--- src/rtl/rnn_mem_responder_if.sv ---
// Core-side bundle of rnn_mem_responder: memory request/response, input stream and ready/busy handshake.
interface rnn_mem_responder_if #(
    parameter int unsigned DW = 20,
    parameter int unsigned AW = 17,
    parameter int unsigned IW = 32
);
    logic          mce;
    logic [2:0]    msel;
    logic [AW-1:0] maddr;
    logic [DW-1:0] mdata_w;
    logic [DW-1:0] mdata_r;
    logic          i_en;
    logic [IW-1:0] idata;
    logic          rnn_ready;
    logic          rnn_busy;

    modport master (
        output mce, msel, maddr, mdata_w, i_en, rnn_busy,
        input  mdata_r, idata, rnn_ready
    );

    modport slave (
        input  mce, msel, maddr, mdata_w, i_en, rnn_busy,
        output mdata_r, idata, rnn_ready
    );
endinterface

--- src/rtl/rnn_mem_responder.sv ---
// Memory/input-stream responder for the RNN core: SRAM read mux, result FIFO, input buffer, run handshake.
// Optional address range checking is enabled by defining RNN_MEMSRV_BOUNDS_CHECK_EN.
module rnn_mem_responder #(
    parameter int unsigned DW         = 20,
    parameter int unsigned AW         = 17,
    parameter int unsigned IW         = 32,
    parameter int unsigned FIFO_DEPTH = 16,
    parameter int unsigned SEQ_LEN    = 200,
    parameter int unsigned N_IH       = 2048,
    parameter int unsigned N_HH       = 4096,
    parameter int unsigned N_HID      = 64
) (
    input  logic                 clk,
    input  logic                 reset,
    input  logic                 start,
    output logic                 done,
    rnn_mem_responder_if.slave   core,
    output logic                 sram_re,
    output logic [1:0]           sram_sel,
    output logic [11:0]          sram_addr,
    input  logic [DW-1:0]        sram_rdata,
    input  logic                 in_valid,
    input  logic [IW-1:0]        in_data,
    output logic                 in_ready,
    output logic                 out_valid,
    output logic [AW-1:0]        out_addr,
    output logic [DW-1:0]        out_data,
    input  logic                 out_ready,
    output logic                 overflow,
    output logic                 underrun,
    output logic                 err
);
    localparam int unsigned FAW   = $clog2(FIFO_DEPTH);
    localparam int unsigned CW    = $clog2(FIFO_DEPTH + 1);
    localparam int unsigned SW    = $clog2(SEQ_LEN + 1);
    localparam int unsigned WR_LIM = N_HID * SEQ_LEN;
`ifdef RNN_MEMSRV_BOUNDS_CHECK_EN
    localparam bit BOUNDS_EN = 1'b1;
`else
    localparam bit BOUNDS_EN = 1'b0;
`endif

    typedef struct packed {
        logic [AW-1:0] addr;
        logic [DW-1:0] data;
    } res_t;

    typedef enum logic [2:0] {S_IDLE, S_ARM, S_RUN, S_DRAIN, S_DONE} state_t;
    typedef enum logic [1:0] {RD_NONE, RD_SRAM, RD_SEQ, RD_ZERO} rd_t;

    state_t state, state_n;
    rd_t    rd_kind;
    logic   start_go, fifo_empty;

    // Run sequencing
    always_ff @(posedge clk or posedge reset) begin
        if (reset) state <= S_IDLE;
        else       state <= state_n;
    end

    always_comb begin
        state_n = state;
        case (state)
            S_IDLE:  if (start)          state_n = S_ARM;
            S_ARM:   if (core.rnn_busy)  state_n = S_RUN;
            S_RUN:   if (!core.rnn_busy) state_n = S_DRAIN;
            S_DRAIN: if (fifo_empty)     state_n = S_DONE;
            S_DONE:                      state_n = S_IDLE;
            default:                     state_n = S_IDLE;
        endcase
    end

    assign start_go = start && (state == S_IDLE);

    // Request decode and optional range checks
    logic        rd_req, wr_req, seq_req, rd_oob, wr_oob;
    logic [31:0] rd_lim;

    always_comb begin
        rd_req  = core.mce && !core.msel[2];
        seq_req = core.mce && (core.msel == 3'd4);
        wr_req  = core.mce && (core.msel == 3'd5);
        case (core.msel[1:0])
            2'd0:    rd_lim = N_IH;
            2'd1:    rd_lim = N_HID;
            2'd2:    rd_lim = N_HH;
            default: rd_lim = N_HID;
        endcase
        rd_oob = BOUNDS_EN && rd_req && (32'(core.maddr) >= rd_lim);
        wr_oob = BOUNDS_EN && wr_req && (32'(core.maddr) >= WR_LIM);
    end

    assign sram_re   = rd_req && !rd_oob;
    assign sram_sel  = core.msel[1:0];
    assign sram_addr = core.maddr[11:0];

    // Result FIFO bookkeeping; out_* is a registered copy of the next head
    res_t            mem [FIFO_DEPTH];
    res_t            push_entry, head_n;
    logic [FAW-1:0]  wr_ptr, rd_ptr, rd_ptr_n;
    logic [CW-1:0]   count, count_n;
    logic            full, pop, push_try, push, ovf_set;

    always_comb begin
        push_entry = '{addr: core.maddr, data: core.mdata_w};
        full       = (count == CW'(FIFO_DEPTH));
        fifo_empty = (count == '0);
        pop        = out_valid && out_ready;
        push_try   = wr_req && !wr_oob;
        push       = push_try && (!full || pop);
        ovf_set    = push_try && full && !pop;
        count_n    = count + CW'(push) - CW'(pop);
        rd_ptr_n   = rd_ptr + FAW'(pop);
        head_n     = (push && (wr_ptr == rd_ptr_n)) ? push_entry : mem[rd_ptr_n];
    end

    always_ff @(posedge clk) begin
        if (push) mem[wr_ptr] <= push_entry;
    end

    // Input buffer bookkeeping
    logic [IW-1:0] ib [2];
    logic          ib_wr, ib_rd, acc, ipop, urun_set;
    logic [1:0]    ib_cnt, ib_cnt_n;
    logic [SW-1:0] acc_cnt, acc_cnt_n;

    always_comb begin
        acc       = in_valid && in_ready;
        ipop      = core.i_en && (ib_cnt != 2'd0);
        urun_set  = core.i_en && (ib_cnt == 2'd0);
        ib_cnt_n  = ib_cnt + 2'(acc) - 2'(ipop);
        acc_cnt_n = start_go ? '0 : acc_cnt + SW'(acc);
    end

    always_ff @(posedge clk or posedge reset) begin
        if (reset) begin
            core.rnn_ready <= 1'b0;
            done           <= 1'b0;
            rd_kind        <= RD_NONE;
            core.mdata_r   <= '0;
            wr_ptr         <= '0;
            rd_ptr         <= '0;
            count          <= '0;
            out_valid      <= 1'b0;
            out_addr       <= '0;
            out_data       <= '0;
            ib[0]          <= '0;
            ib[1]          <= '0;
            ib_wr          <= 1'b0;
            ib_rd          <= 1'b0;
            ib_cnt         <= '0;
            acc_cnt        <= '0;
            in_ready       <= 1'b0;
            core.idata     <= '0;
            overflow       <= 1'b0;
            underrun       <= 1'b0;
            err            <= 1'b0;
        end else begin
            core.rnn_ready <= (state_n == S_ARM);
            done           <= (state_n == S_DONE);

            // SRAM data is captured one edge after the request
            if (rd_req)       rd_kind <= rd_oob ? RD_ZERO : RD_SRAM;
            else if (seq_req) rd_kind <= RD_SEQ;
            else              rd_kind <= RD_NONE;
            case (rd_kind)
                RD_SRAM: core.mdata_r <= sram_rdata;
                RD_SEQ:  core.mdata_r <= DW'(SEQ_LEN);
                RD_ZERO: core.mdata_r <= '0;
                default: core.mdata_r <= core.mdata_r;
            endcase

            if (push) wr_ptr <= wr_ptr + FAW'(1);
            rd_ptr    <= rd_ptr_n;
            count     <= count_n;
            out_valid <= (count_n != '0);
            out_addr  <= head_n.addr;
            out_data  <= head_n.data;

            if (acc) begin
                ib[ib_wr] <= in_data;
                ib_wr     <= ~ib_wr;
            end
            if (ipop) begin
                core.idata <= ib[ib_rd];
                ib_rd      <= ~ib_rd;
            end
            ib_cnt   <= ib_cnt_n;
            acc_cnt  <= acc_cnt_n;
            in_ready <= (ib_cnt_n != 2'd2) && (acc_cnt_n < SW'(SEQ_LEN));

            overflow <= (overflow && !start_go) || ovf_set;
            underrun <= (underrun && !start_go) || urun_set;
            err      <= (err && !start_go) || rd_oob || wr_oob;
        end
    end
endmodule

--- src/flat_wrapper.sv ---
// flat-port wrapper written by rule: the top's interface ports become plain ports
module rnn_mem_responder_flat 
#(
    parameter int unsigned DW         = 20,
    parameter int unsigned AW         = 17,
    parameter int unsigned IW         = 32,
    parameter int unsigned FIFO_DEPTH = 16,
    parameter int unsigned SEQ_LEN    = 200,
    parameter int unsigned N_IH       = 2048,
    parameter int unsigned N_HH       = 4096,
    parameter int unsigned N_HID      = 64
)
  (clk, reset, start, done, sram_re, sram_sel, sram_addr, sram_rdata, in_valid, in_data, in_ready, out_valid, out_addr, out_data, out_ready, overflow, underrun, err, core_mce, core_msel, core_maddr, core_mdata_w, core_i_en, core_rnn_busy, core_mdata_r, core_idata, core_rnn_ready);
  rnn_mem_responder_if #(.DW(DW), .AW(AW), .IW(IW)) core_i ();
  input  logic clk;
  input  logic reset;
  input  logic start;
  output logic done;
  output logic sram_re;
  output logic [1:0] sram_sel;
  output logic [11:0] sram_addr;
  input  logic [DW-1:0] sram_rdata;
  input  logic in_valid;
  input  logic [IW-1:0] in_data;
  output logic in_ready;
  output logic out_valid;
  output logic [AW-1:0] out_addr;
  output logic [DW-1:0] out_data;
  input  logic out_ready;
  output logic overflow;
  output logic underrun;
  output logic err;
  input wire logic [$bits(core_i.mce)-1:0] core_mce;
  input wire logic [$bits(core_i.msel)-1:0] core_msel;
  input wire logic [$bits(core_i.maddr)-1:0] core_maddr;
  input wire logic [$bits(core_i.mdata_w)-1:0] core_mdata_w;
  input wire logic [$bits(core_i.i_en)-1:0] core_i_en;
  input wire logic [$bits(core_i.rnn_busy)-1:0] core_rnn_busy;
  output wire logic [$bits(core_i.mdata_r)-1:0] core_mdata_r;
  output wire logic [$bits(core_i.idata)-1:0] core_idata;
  output wire logic [$bits(core_i.rnn_ready)-1:0] core_rnn_ready;
  assign core_i.mce = core_mce;
  assign core_i.msel = core_msel;
  assign core_i.maddr = core_maddr;
  assign core_i.mdata_w = core_mdata_w;
  assign core_i.i_en = core_i_en;
  assign core_i.rnn_busy = core_rnn_busy;
  assign core_mdata_r = core_i.mdata_r;
  assign core_idata = core_i.idata;
  assign core_rnn_ready = core_i.rnn_ready;
  rnn_mem_responder #(.DW(DW), .AW(AW), .IW(IW), .FIFO_DEPTH(FIFO_DEPTH), .SEQ_LEN(SEQ_LEN), .N_IH(N_IH), .N_HH(N_HH), .N_HID(N_HID)) u_core (.clk(clk), .reset(reset), .start(start), .done(done), .core(core_i), .sram_re(sram_re), .sram_sel(sram_sel), .sram_addr(sram_addr), .sram_rdata(sram_rdata), .in_valid(in_valid), .in_data(in_data), .in_ready(in_ready), .out_valid(out_valid), .out_addr(out_addr), .out_data(out_data), .out_ready(out_ready), .overflow(overflow), .underrun(underrun), .err(err));
endmodule
--- config.mk ---
export PLATFORM = sky130hd
export DESIGN_NAME = rnn_mem_responder_flat
export DESIGN_NICKNAME = d
export VERILOG_FILES = /design/src/rtl/rnn_mem_responder_if.sv /design/src/rtl/rnn_mem_responder.sv /design/src/flat_wrapper.sv
export SDC_FILE = /design/constraint.sdc
export NUM_CORES = 1
export LEC_CHECK = 0
export BUFFER_PORTS_ARGS = -buffer_cell sky130_fd_sc_hd__buf_2
export CELL_PAD_IN_SITES_DETAIL_PLACEMENT = 1
export CELL_PAD_IN_SITES_GLOBAL_PLACEMENT = 1
export CORE_AREA = 2 2 264 266
export DETAILED_ROUTE_END_ITERATION = 8
export DIE_AREA = 0 0 266 268
export PLACE_DENSITY_LB_ADDON = 0.1
export SYNTH_ARGS = -nofsm -noshare
export SYNTH_HDL_FRONTEND = slang
export SYNTH_SLANG_ARGS = --single-unit
--- constraint.sdc ---
create_clock -name clk -period 6.8 [get_ports clk]
set_input_delay 0.34 -clock clk [delete_from_list [all_inputs] [get_ports clk]]
set_output_delay 0.34 -clock clk [all_outputs]
set_load 0.02 [all_outputs]
==> out/metrics.yaml <==
status: "finished clean"
p_sw_frac: 0.313
yosysSeqAreaShare: 0.739
synth.most_common_cell: "edfxtp_1"
num_rows: 96
cts.sinks: 782
clk_latency_ns: 0.63
setup_viol: 0
dp.cells: 2560
arrival_ns: 4.07
fin_crit_ns: 3.56
synth.area.top_cells: "edfxtp_1 58%, dfrtp_1 16%, mux4_2 11%"
antenna_found_initial: 5
synth_top_area_frac: 0.583
reg2reg_from: "u_core.out_valid$_DFF_PP0_"
coreArea_um2: 68200
relSlewSlack: 0.267
maxSlewViolCount: 0
synth_edf_count: 592
fin_cells: 2773
power_frac_clock: 0.277
maxCapViolCount: 0
yosys-top-cells-count: "592 x edfxtp_1, 190 x dfrtp_1, 160 x mux2i_1"
die_y_um: 268
hold_violations: 0
grt_pass1_wl_um: 107000
cts_inserted_buffers: 83
initial_utilization: 0.447
synth_top_cell_by_area: "edfxtp_1"
nFillCells: 6146
syn_area_per_cell_um2: 20.1
synth-main-ff-cell: "edfxtp_1"
fmax_mhz: 281
io_buffers: 210
netlist_area_um2: 30500
gp_congestion: 0.701
tns_ns: 0
power_frac_comb: 0.343
place.detailed.hpwl_um: 37900
syn_to_final_growth_pct: 17.8
startpoint: "u_core.out_valid$_DFF_PP0_"
drive_gt1_frac: 0.343
netlist_instances: 1518
ys_warn_count: 0
gr-usage-all-layers: 0.203
boundaryPins: 211
detailedRoute.firstIterationViolations: 1123
setup.worst_path.end: "u_core.out_data[11]$_DFF_PP0_"
seq_power_share: 0.380
cts_tree: "built"
final_nets: 1939
ant_nets: 0
grt_start_max_net_pins: 121
start_kind: "flop"
finClkSkew_ns: 0.0231
htree_levels: 3
wl_per_cell_um: 25.5
rsz0062_at_grt: "false"
leakage_nw: 13.1
internal_power_mw: 11.0
syn_nets: 1635
finalInstanceArea_um2: 35900
r2r_end: "u_core.out_data[11]$_DFF_PP0_"
p_switching_mw: 5.04
root_buffer: "clkbuf_16"
die_w_um: 266
drt-total-wl_um: 70600
dieArea_um2: 71300
peakVddDrop_mv: 0.623
critPathCaptureType: "flop"
crit_type: "flop to flop"
yosysUniqueCellTypes: 40
overflow: 0
hold_ws_ns: 0.0316
via_per_inst: 5.46
cp.required_ns: 7.31
drcViolationCount: 0
grt_pass1_vias: 16600
cp_max_fo: 42
vias: 15200
worst_r2r_path_depth: 8
timing.final.crit_share: 0.524
cts_resized: 0
clk_path_buf_depth: 3
firstDrtPassIters: 5
place_area_um2: 32600
r2r_slack_ns: 3.24
holdCritPathClass: "primary input to flop"
worstMarginPinSlew_ns: 1.10
cellPowerDensity_nw_per_um2: 448
synthArstFlopShare: 0.243
clkTransAtPathRegs_ns: 0.07
ys_seq_elements: 782
## worst min path at each step
stage | from | slack [ns] | cells after the start | end
2_1_floorplan | core_msel[0] | 0.41 | 1 | u_core.rd_kind[1]$_DFF_PP0_
3_3_place_gp | u_core.core.idata[30]$_DFFE_PP0P_ | 0.46 | 2 | u_core.core.idata[30]$_DFFE_PP0P_
3_5_place_dp | u_core.core.idata[27]$_DFFE_PP0P_ | 0.46 | 2 | u_core.core.idata[27]$_DFFE_PP0P_
4_1_cts | core_i_en | 0.007 | 3 | u_core.underrun$_DFF_PP0_
5_1_grt | core_i_en | 0.06 | 3 | u_core.underrun$_DFF_PP0_
6_report | core_i_en | 0.03 | 3 | u_core.underrun$_DFF_PP0_
## placed cells by master, fill, tap and decap left out, types with 3 or more instances in the layout
| cell type | n |
|---|---|
| buf_2 | 210 |
| nor3_2 | 7 |
| nand3_1 | 4 |
| mux2i_1 | 160 |
| dlygate4sd3_1 | 59 |
| mux2_2 | 101 |
| bufinv_16 | 6 |
| edfxtp_1 | 592 |
| dfrtp_1 | 189 |
| or3_1 | 4 |
| buf_4 | 38 |
| clkbuf_16 | 84 |
| clkinvlp_4 | 9 |
| mux4_2 | 148 |
| clkbuf_8 | 4 |
| nand4_1 | 3 |
| o21ai_0 | 39 |
| nor2_4 | 4 |
| nor3b_1 | 3 |
| xnor2_1 | 9 |
| nor2b_1 | 6 |
| ha_1 | 14 |
| inv_1 | 21 |
| clkinv_1 | 12 |
| nand2_1 | 48 |
| nor4b_2 | 5 |
| xor2_1 | 9 |
| inv_6 | 5 |
| clkinv_4 | 3 |
| a21oi_1 | 7 |
| clkinv_2 | 11 |
| clkbuf_1 | 16 |
| nor2_1 | 30 |
## state kept, by name, summed over array words and instances, names as in the netlist, 3 cells and up
| register | count |
|---|---|
| u_core.mem | 592 |
| u_core.ib | 64 |
| u_core.core.idata | 32 |
| u_core.core.mdata_r | 20 |
| u_core.out_data | 20 |
| u_core.out_addr | 17 |
| u_core.acc_cnt | 8 |
| u_core.count | 5 |
| u_core.rd_ptr | 4 |
| u_core.wr_ptr | 4 |
| u_core.state | 3 |
## layer usage
metal / GRT usage / vias to the layer above / share of wire
met5: 0 / - / 0.00044
met4: 0.0550 / 4 / 0.018
met2: 0.349 / 325 / 0.51
met1: 0.270 / 8106 / 0.43
li1: - / 6619 / -
met3: 0.0339 / 99 / 0.044
## worst max-delay path, stage by stage, from the launching register on
cell     delay, ns
dfrtp_1       0.38
nand2_1       0.12
inv_1         0.10
ha_4          0.78
buf_4         0.78
mux4_2        0.59
mux2i_1       0.17
mux2i_1       0.12
mux2_2        0.32
## power by group through the flow
stage                     registers (mW)  logic [mW]  clock network (mW)
after floorplan                     6.33        4.11                   0
after global placement              6.19        5.49                   0
after detailed placement            6.22        5.59                   0
after CTS                           6.13        5.64                4.58
after global routing                6.20        6.02                4.76
final                               6.12        5.51                4.46
## logic make-up (layout without fill, tap and decap cells)
logic type                 Yosys count  in the layout  synth area share
AOI/OAI and AO/OA                   55             55           0.00973
DFF                                782            782             0.739
other                                0              1                 0
muxes                              409            409             0.199
and+or+nand+nor                    123            123            0.0189
xor gates and xnor gates            21             21           0.00648
buffers and inverters              111            483            0.0195
adders and majority gates           17             17           0.00722
## stage by stage
stage / worst slack, ns / utilization / total power [mW]
2_1_floorplan: 1.04 / - / 10.4
3_3_place_gp: 3.10 / 0.478 / 11.7
3_5_place_dp: 3.09 / 0.478 / 11.8
4_1_cts: 3.12 / 0.526 / 16.4
5_1_grt: 2.87 / 0.526 / 17.0
6_report: 3.24 / 0.526 / 16.1
## area by class of cell
class | count | area (µm²) | area share
Antenna cell | 1 | 2.50 | 0.0000697
Clock buffer | 104 | 2220 | 0.0618
Clock inverter | 49 | 465 | 0.0130
Inverter | 22 | 90.1 | 0.00251
Multi-Input combinational cell | 625 | 7540 | 0.210
Sequential cell | 782 | 22500 | 0.628
Tap cell | 882 | 1100 | 0.0307
Timing Repair Buffer | 308 | 1950 | 0.0542
## repair_timing
item | CTS | global route
hold endpoints to repair | 97 | 0
hold buffers | 59 | 0
buffers inserted | 0 | 0
No activity file was read; power rests on OpenSTA's default activity.
